--- src/rtl/rv32_pkg.sv ---
// Shared RV32 pipeline definitions: fetch-sequencer state encoding and
// architectural constants used by the IF stage.
package rv32_pkg;

    typedef enum logic [1:0] {
        S_IDLE  = 2'd0,
        S_FETCH = 2'd1,
        S_DRAIN = 2'd2,
        S_HALT  = 2'd3
    } fetch_state_e;

    localparam logic [31:0] NOP_INSTR            = 32'h0000_0013;
    localparam logic [31:0] DEFAULT_RESET_VECTOR = 32'h0000_0000;

    function automatic logic word_misaligned(input logic [31:0] addr);
        return (addr[1:0] != 2'b00);
    endfunction

endpackage

--- src/rtl/instruction_fetch_unit.sv ---
// IF-stage PC and fetch sequencer: drives the instruction-memory handshake,
// follows EX-stage redirects and feeds the IF/ID register.
module instruction_fetch_unit #(
    parameter logic [31:0] RESET_VECTOR = rv32_pkg::DEFAULT_RESET_VECTOR,
    parameter logic [31:0] NOP_INSTR    = rv32_pkg::NOP_INSTR
) (
    input  logic        CLK,
    input  logic        RESET_N,
    input  logic        STALL,
    input  logic        BRANCH_SELECT,
    input  logic [31:0] TARGET_ADDRESS,
    input  logic        FLUSH_REQ,
    output logic        IMEM_READ,
    output logic [31:0] IMEM_ADDRESS,
    input  logic [31:0] IMEM_READDATA,
    input  logic        IMEM_BUSYWAIT,
    output logic [31:0] IFID_PC,
    output logic [31:0] IFID_PC_PLUS_4,
    output logic [31:0] INSTRUCTION,
    output logic        INSTR_VALID,
    output logic        FLUSH_IFID,
    output logic        FLUSH_IDEX,
    output logic        MISALIGNED
);
    import rv32_pkg::*;

    fetch_state_e state_q, state_d;
    logic [31:0]  fetch_addr_q, fetch_addr_d;
    logic [31:0]  pending_pc_q, pending_pc_d;
    logic [31:0]  ifid_pc_q, ifid_pc_d;
    logic [31:0]  ifid_pc_plus_4_q, ifid_pc_plus_4_d;
    logic [31:0]  instr_q, instr_d;
    logic         valid_q, valid_d;
    logic         misaligned_q, misaligned_d;
    logic         imem_read_q, imem_read_d;
    logic         taken_s;
    logic         bad_target_s;

    assign taken_s      = BRANCH_SELECT & FLUSH_REQ;
    assign bad_target_s = taken_s & word_misaligned(TARGET_ADDRESS);

    // Next-state and next-output computation for the fetch sequencer.
    always_comb begin
        state_d          = state_q;
        fetch_addr_d     = fetch_addr_q;
        pending_pc_d     = pending_pc_q;
        ifid_pc_d        = ifid_pc_q;
        ifid_pc_plus_4_d = ifid_pc_plus_4_q;
        instr_d          = instr_q;
        valid_d          = valid_q;
        misaligned_d     = misaligned_q;

        if (bad_target_s && (state_q != S_HALT)) begin
            state_d      = S_HALT;
            misaligned_d = 1'b1;
            valid_d      = 1'b0;
        end else begin
            case (state_q)
                S_IDLE: begin
                    state_d = S_FETCH;
                    if (taken_s) begin
                        fetch_addr_d = TARGET_ADDRESS;
                    end else begin
                        fetch_addr_d = fetch_addr_q;
                    end
                end
                S_FETCH: begin
                    if (taken_s) begin
                        valid_d = 1'b0;
                        if (IMEM_BUSYWAIT) begin
                            // Outstanding read must finish at the old address first.
                            pending_pc_d = TARGET_ADDRESS;
                            state_d      = S_DRAIN;
                        end else begin
                            fetch_addr_d = TARGET_ADDRESS;
                        end
                    end else if (STALL) begin
                        valid_d = valid_q;
                    end else if (!IMEM_BUSYWAIT) begin
                        instr_d          = IMEM_READDATA;
                        valid_d          = 1'b1;
                        ifid_pc_d        = fetch_addr_q;
                        ifid_pc_plus_4_d = fetch_addr_q + 32'd4;
                        fetch_addr_d     = fetch_addr_q + 32'd4;
                    end else begin
                        valid_d = 1'b0;
                    end
                end
                S_DRAIN: begin
                    valid_d = 1'b0;
                    if (!IMEM_BUSYWAIT) begin
                        fetch_addr_d = taken_s ? TARGET_ADDRESS : pending_pc_q;
                        state_d      = S_FETCH;
                    end else if (taken_s) begin
                        pending_pc_d = TARGET_ADDRESS;
                    end else begin
                        pending_pc_d = pending_pc_q;
                    end
                end
                S_HALT: begin
                    valid_d = 1'b0;
                end
                default: begin
                    state_d = S_HALT;
                    valid_d = 1'b0;
                end
            endcase
        end

        instr_d     = valid_d ? instr_d : NOP_INSTR;
        imem_read_d = (state_d == S_FETCH) || (state_d == S_DRAIN);
    end

    // Sequencer state and registered IF/ID outputs.
    always_ff @(posedge CLK or negedge RESET_N) begin
        if (!RESET_N) begin
            state_q          <= S_IDLE;
            fetch_addr_q     <= RESET_VECTOR;
            pending_pc_q     <= RESET_VECTOR;
            ifid_pc_q        <= RESET_VECTOR;
            ifid_pc_plus_4_q <= RESET_VECTOR + 32'd4;
            instr_q          <= NOP_INSTR;
            valid_q          <= 1'b0;
            misaligned_q     <= 1'b0;
            imem_read_q      <= 1'b0;
        end else begin
            state_q          <= state_d;
            fetch_addr_q     <= fetch_addr_d;
            pending_pc_q     <= pending_pc_d;
            ifid_pc_q        <= ifid_pc_d;
            ifid_pc_plus_4_q <= ifid_pc_plus_4_d;
            instr_q          <= instr_d;
            valid_q          <= valid_d;
            misaligned_q     <= misaligned_d;
            imem_read_q      <= imem_read_d;
        end
    end

    assign IMEM_READ      = imem_read_q;
    assign IMEM_ADDRESS   = fetch_addr_q;
    assign IFID_PC        = ifid_pc_q;
    assign IFID_PC_PLUS_4 = ifid_pc_plus_4_q;
    assign INSTRUCTION    = instr_q;
    assign INSTR_VALID    = valid_q;
    assign MISALIGNED     = misaligned_q;
    // Redirect flushes are combinational so the younger stages die in the same cycle.
    assign FLUSH_IFID     = taken_s & (state_q != S_HALT);
    assign FLUSH_IDEX     = taken_s & (state_q != S_HALT);

endmodule
--- config.mk ---
export PLATFORM = sky130hd
export DESIGN_NAME = instruction_fetch_unit
export DESIGN_NICKNAME = d
export VERILOG_FILES = /design/src/rtl/rv32_pkg.sv /design/src/rtl/instruction_fetch_unit.sv
export SDC_FILE = /design/constraint.sdc
export NUM_CORES = 1
export LEC_CHECK = 0
export BUFFER_PORTS_ARGS = -buffer_cell sky130_fd_sc_hd__buf_2
export CAP_MARGIN = 20
export CORE_MARGIN = 2
export CORE_UTILIZATION = 35
export CTS_CLUSTER_DIAMETER = 150
export DETAILED_ROUTE_END_ITERATION = 12
export GPL_TIMING_DRIVEN = 0
export HOLD_SLACK_MARGIN = 0.1
export PLACE_DENSITY_LB_ADDON = 0.2
export SLEW_MARGIN = 10
export SYNTH_ARGS = -nofsm -noshare
export SYNTH_HDL_FRONTEND = slang
export SYNTH_SLANG_ARGS = --single-unit
--- constraint.sdc ---
create_clock -name CLK -period 2.3 [get_ports CLK]
set_clock_uncertainty 0.2 [all_clocks]
set_input_delay 0.345 -clock CLK [delete_from_list [all_inputs] [get_ports CLK]]
set_output_delay 0.345 -clock CLK [all_outputs]
set_load 0.05 [all_outputs]
==> results.cfg <==
[run_status]
status = finished with violations
violations = negative setup slack

[clock_tree]
insertion_delay_ns = 0.44
cts_sinks = 163
clk_pin_slew_ns = 0.07
h-tree-depth = 4
clockBufferDepth = 2
cts_root_buf = clkbuf_16
cts_tree = yes
numCtsBuffers = 17

[worst_setup_path]
crit-reg2reg-launch = state_q[1]
cp_max_fo = 10
criticalPathCategory = reg -> reg
rr_worst_depth = 7
r2r_setup_slack_ns = -0.02
critPathCaptureType = flip-flop
cp.arrival_ns = 2.44
r2r_end = INSTRUCTION[11]
start_kind = flip-flop
cp.required_ns = 2.42

[synthesis]
synth_area_sq_mm = 0.00808
synthTopCellsByCount = nand2_1 (207), dfrtp_1 (159), o21ai_0 (68), clkbuf_1 (51), nor2_1 (47)
synth-edff-count = 0
syn_inst = 875
synthMuxAreaShare_pct = 4.85
synth-seq-area-share_pct = 50.5
synth_fp_nets = 950
synth_most_common_cell = nand2_1
synth_xor_area_share_pct = 2.49
synthAdderAreaFrac_pct = 0.774
yosys.area.top_type_share_pct = 49.2
ys_ff_latch = 163
synth_compound_area_share_pct = 17.8
postSynth.topFlopCell = dfrtp_1
synth_cell_types = 67
synth_top_area_cell = dfrtp_1
syn_avg_cell_area_sq_um = 9.23
synth-simple-area-share_pct = 18.8
synth_top_family_by_area = simple AND/OR/NAND/NOR gates
synthArstFlopShare_pct = 100
synthTopCellsByArea = dfrtp_1 (49%), nand2_1 (9.6%), mux2_2 (4.6%)
yosysWarningCount = 0

[floorplanning]
die_area_sq_mm = 0.0243
io_pins = 203
die_w_um = 156
core_area_sq_mm = 0.0226
start_util_pct = 35.7
die_y_um = 156
rows = 55

[timing]
fmaxAchievable_ghz = 0.431
slew_headroom_pct = 54.0
finalSetupTns_ns = -0.0494
worst_slew_pin_slew_ns = 0.690
maxSlewViolCount = 0
setup_violations = 6
period_minus_slack_ns = 2.32
rsz0062_at_grt = yes
hold_viol_final = 0
setup_ws_ns = -0.0207
finalCritPeriodShare_pct = 101

[routing]
wl_per_cell_um = 20.5
drt_iter0_drc = 823
drc = 0
vias = 8184
viasPerCell = 5.43
wirelength_um = 30900
ant_nets = 0
firstDrtPassIters = 5

[finish]
stdcell_area_sq_mm = 0.0120
syn_to_final_growth_pct = 48.2
nNetsFinal = 1283
layout-drive-gt1-share_pct = 41.4
n_antenna_cell = 0
fillCellCount = 2113

[placed_design]
pre_cts_ws_ns = -0.938
hpwl_um = 21300
placed_cell_area_sq_mm = 0.00959
routabilityCongestion = 0.923
io_buffers = 202

[power]
p_per_area_mw_per_mm2 = 1610
power_uw = 19300
p_leak_uw = 0.00550
ir_drop_uv = 690

[hold_path]
worstHoldPathType = in -> async

[run]
maxCapViolCount = 0

[global_route]
grt_antenna_before_repair = 1
grtUsageTotal_pct = 25.1
overflow = 0
grt_max_degree = 88
grt_pass1_vias = 7929
grt_first_pass_wirelength_um = 46200
-- power breakdown --
group / internal, uW / switching (uW)
registers: 4060 / 989
clock network: 1800 / 1210
logic: 3830 / 7390
-- cell usage in the layout, fill, tap and decap left out, types with 8 or more instances in the layout --
master | Yosys | routed
buf_2 | 11 | 209
nand2_1 | 207 | 204
dfrtp_1 | 159 | 138
dlygate4sd3_1 | 0 | 65
o21ai_0 | 68 | 56
buf_4 | 3 | 55
nor2_1 | 47 | 42
mux2_2 | 33 | 33
a21oi_2 | 0 | 30
dfrtp_2 | 0 | 21
clkbuf_16 | 0 | 20
clkbuf_2 | 1 | 17
buf_6 | 0 | 14
a21oi_1 | 44 | 13
nor3_1 | 18 | 13
nand3_1 | 17 | 12
inv_1 | 16 | 12
xnor2_1 | 14 | 12
a31oi_1 | 13 | 12
nand4_1 | 10 | 10
xor2_1 | 9 | 9
o21ai_1 | 1 | 8
a22o_1 | 8 | 8
a22oi_1 | 9 | 8
o211ai_1 | 8 | 8
-- worst max-delay path by stage --
stage                           from                 end  cells after the start
CTS                       state_q[1]      INSTRUCTION[0]                      9
global placement             RESET_N    IMEM_ADDRESS[20]                      1
finish                    state_q[1]     INSTRUCTION[11]                      7
detailed placement        state_q[1]     INSTRUCTION[11]                     10
global route              state_q[1]      INSTRUCTION[7]                      8
floorplan           IMEM_ADDRESS[19]  IFID_PC_PLUS_4[28]                      6
-- state kept, by name (all words and copies together) (netlist names), 2 cells and up --
register and flops:
state_q 2, IMEM_ADDRESS 32, IFID_PC 32, INSTRUCTION 32
pending_pc_q 32, IFID_PC_PLUS_4 30
-- critical path, stage by stage (launching register included) --
cell and delay (ns):
dfrtp_2 0.47, inv_4 0.09, ha_4 0.14, a21bo_4 0.27
or3_2 0.58, buf_2 0.24, nand2_1 0.14, a21oi_4 0.06
-- routing by layer --
metal	vias to the layer above	wire length (um)	GRT usage, %
li1	3766	-	-
met4	0	767	9.26
met2	365	14700	40.8
met1	4000	13100	33.3
met3	53	2370	5.00
met5	-	0	0
-- per-stage QoR --
step                cells  hold WS [ns]  utilization, %
floorplan             875        -0.151               -
global placement     1362         0.249            42.2
detailed placement   1363         0.161            42.4
CTS                  1484         0.257            50.9
global route         1506         0.297            52.9
finish               1506         0.260            52.9
-- cells by family after synthesis --
kind of cell,after synthesis
adders and majority gates,5
AOI/OAI and AO/OA,221
xor gates and xnor gates,23
DFF,163
and+or+nand+nor,340
muxes,35
buffers and inverters,88
-- timing repair --
item | CTS | global route
hold endpoints to repair | 155 | 0
gates cloned | 4 | 2
hold buffers | 65 | 0
gates resized for setup | 120 | 103
endpoints found under the setup margin | 159 | 153
pin swaps | 11 | 20
buffers inserted | 27 | 24
-- layout make-up --
cell class	count	area [sq um]	share of cell area, %
Multi-Input combinational cell	625	4120	34.4
Clock buffer	20	467	3.90
Sequential cell	163	4110	34.3
Clock inverter	12	153	1.27
Inverter	17	77.6	0.648
Timing Repair Buffer	324	2170	18.2
Buffer	60	518	4.33
Tap cell	285	357	2.98
Note: power is estimated with default switching activity, not from simulation.
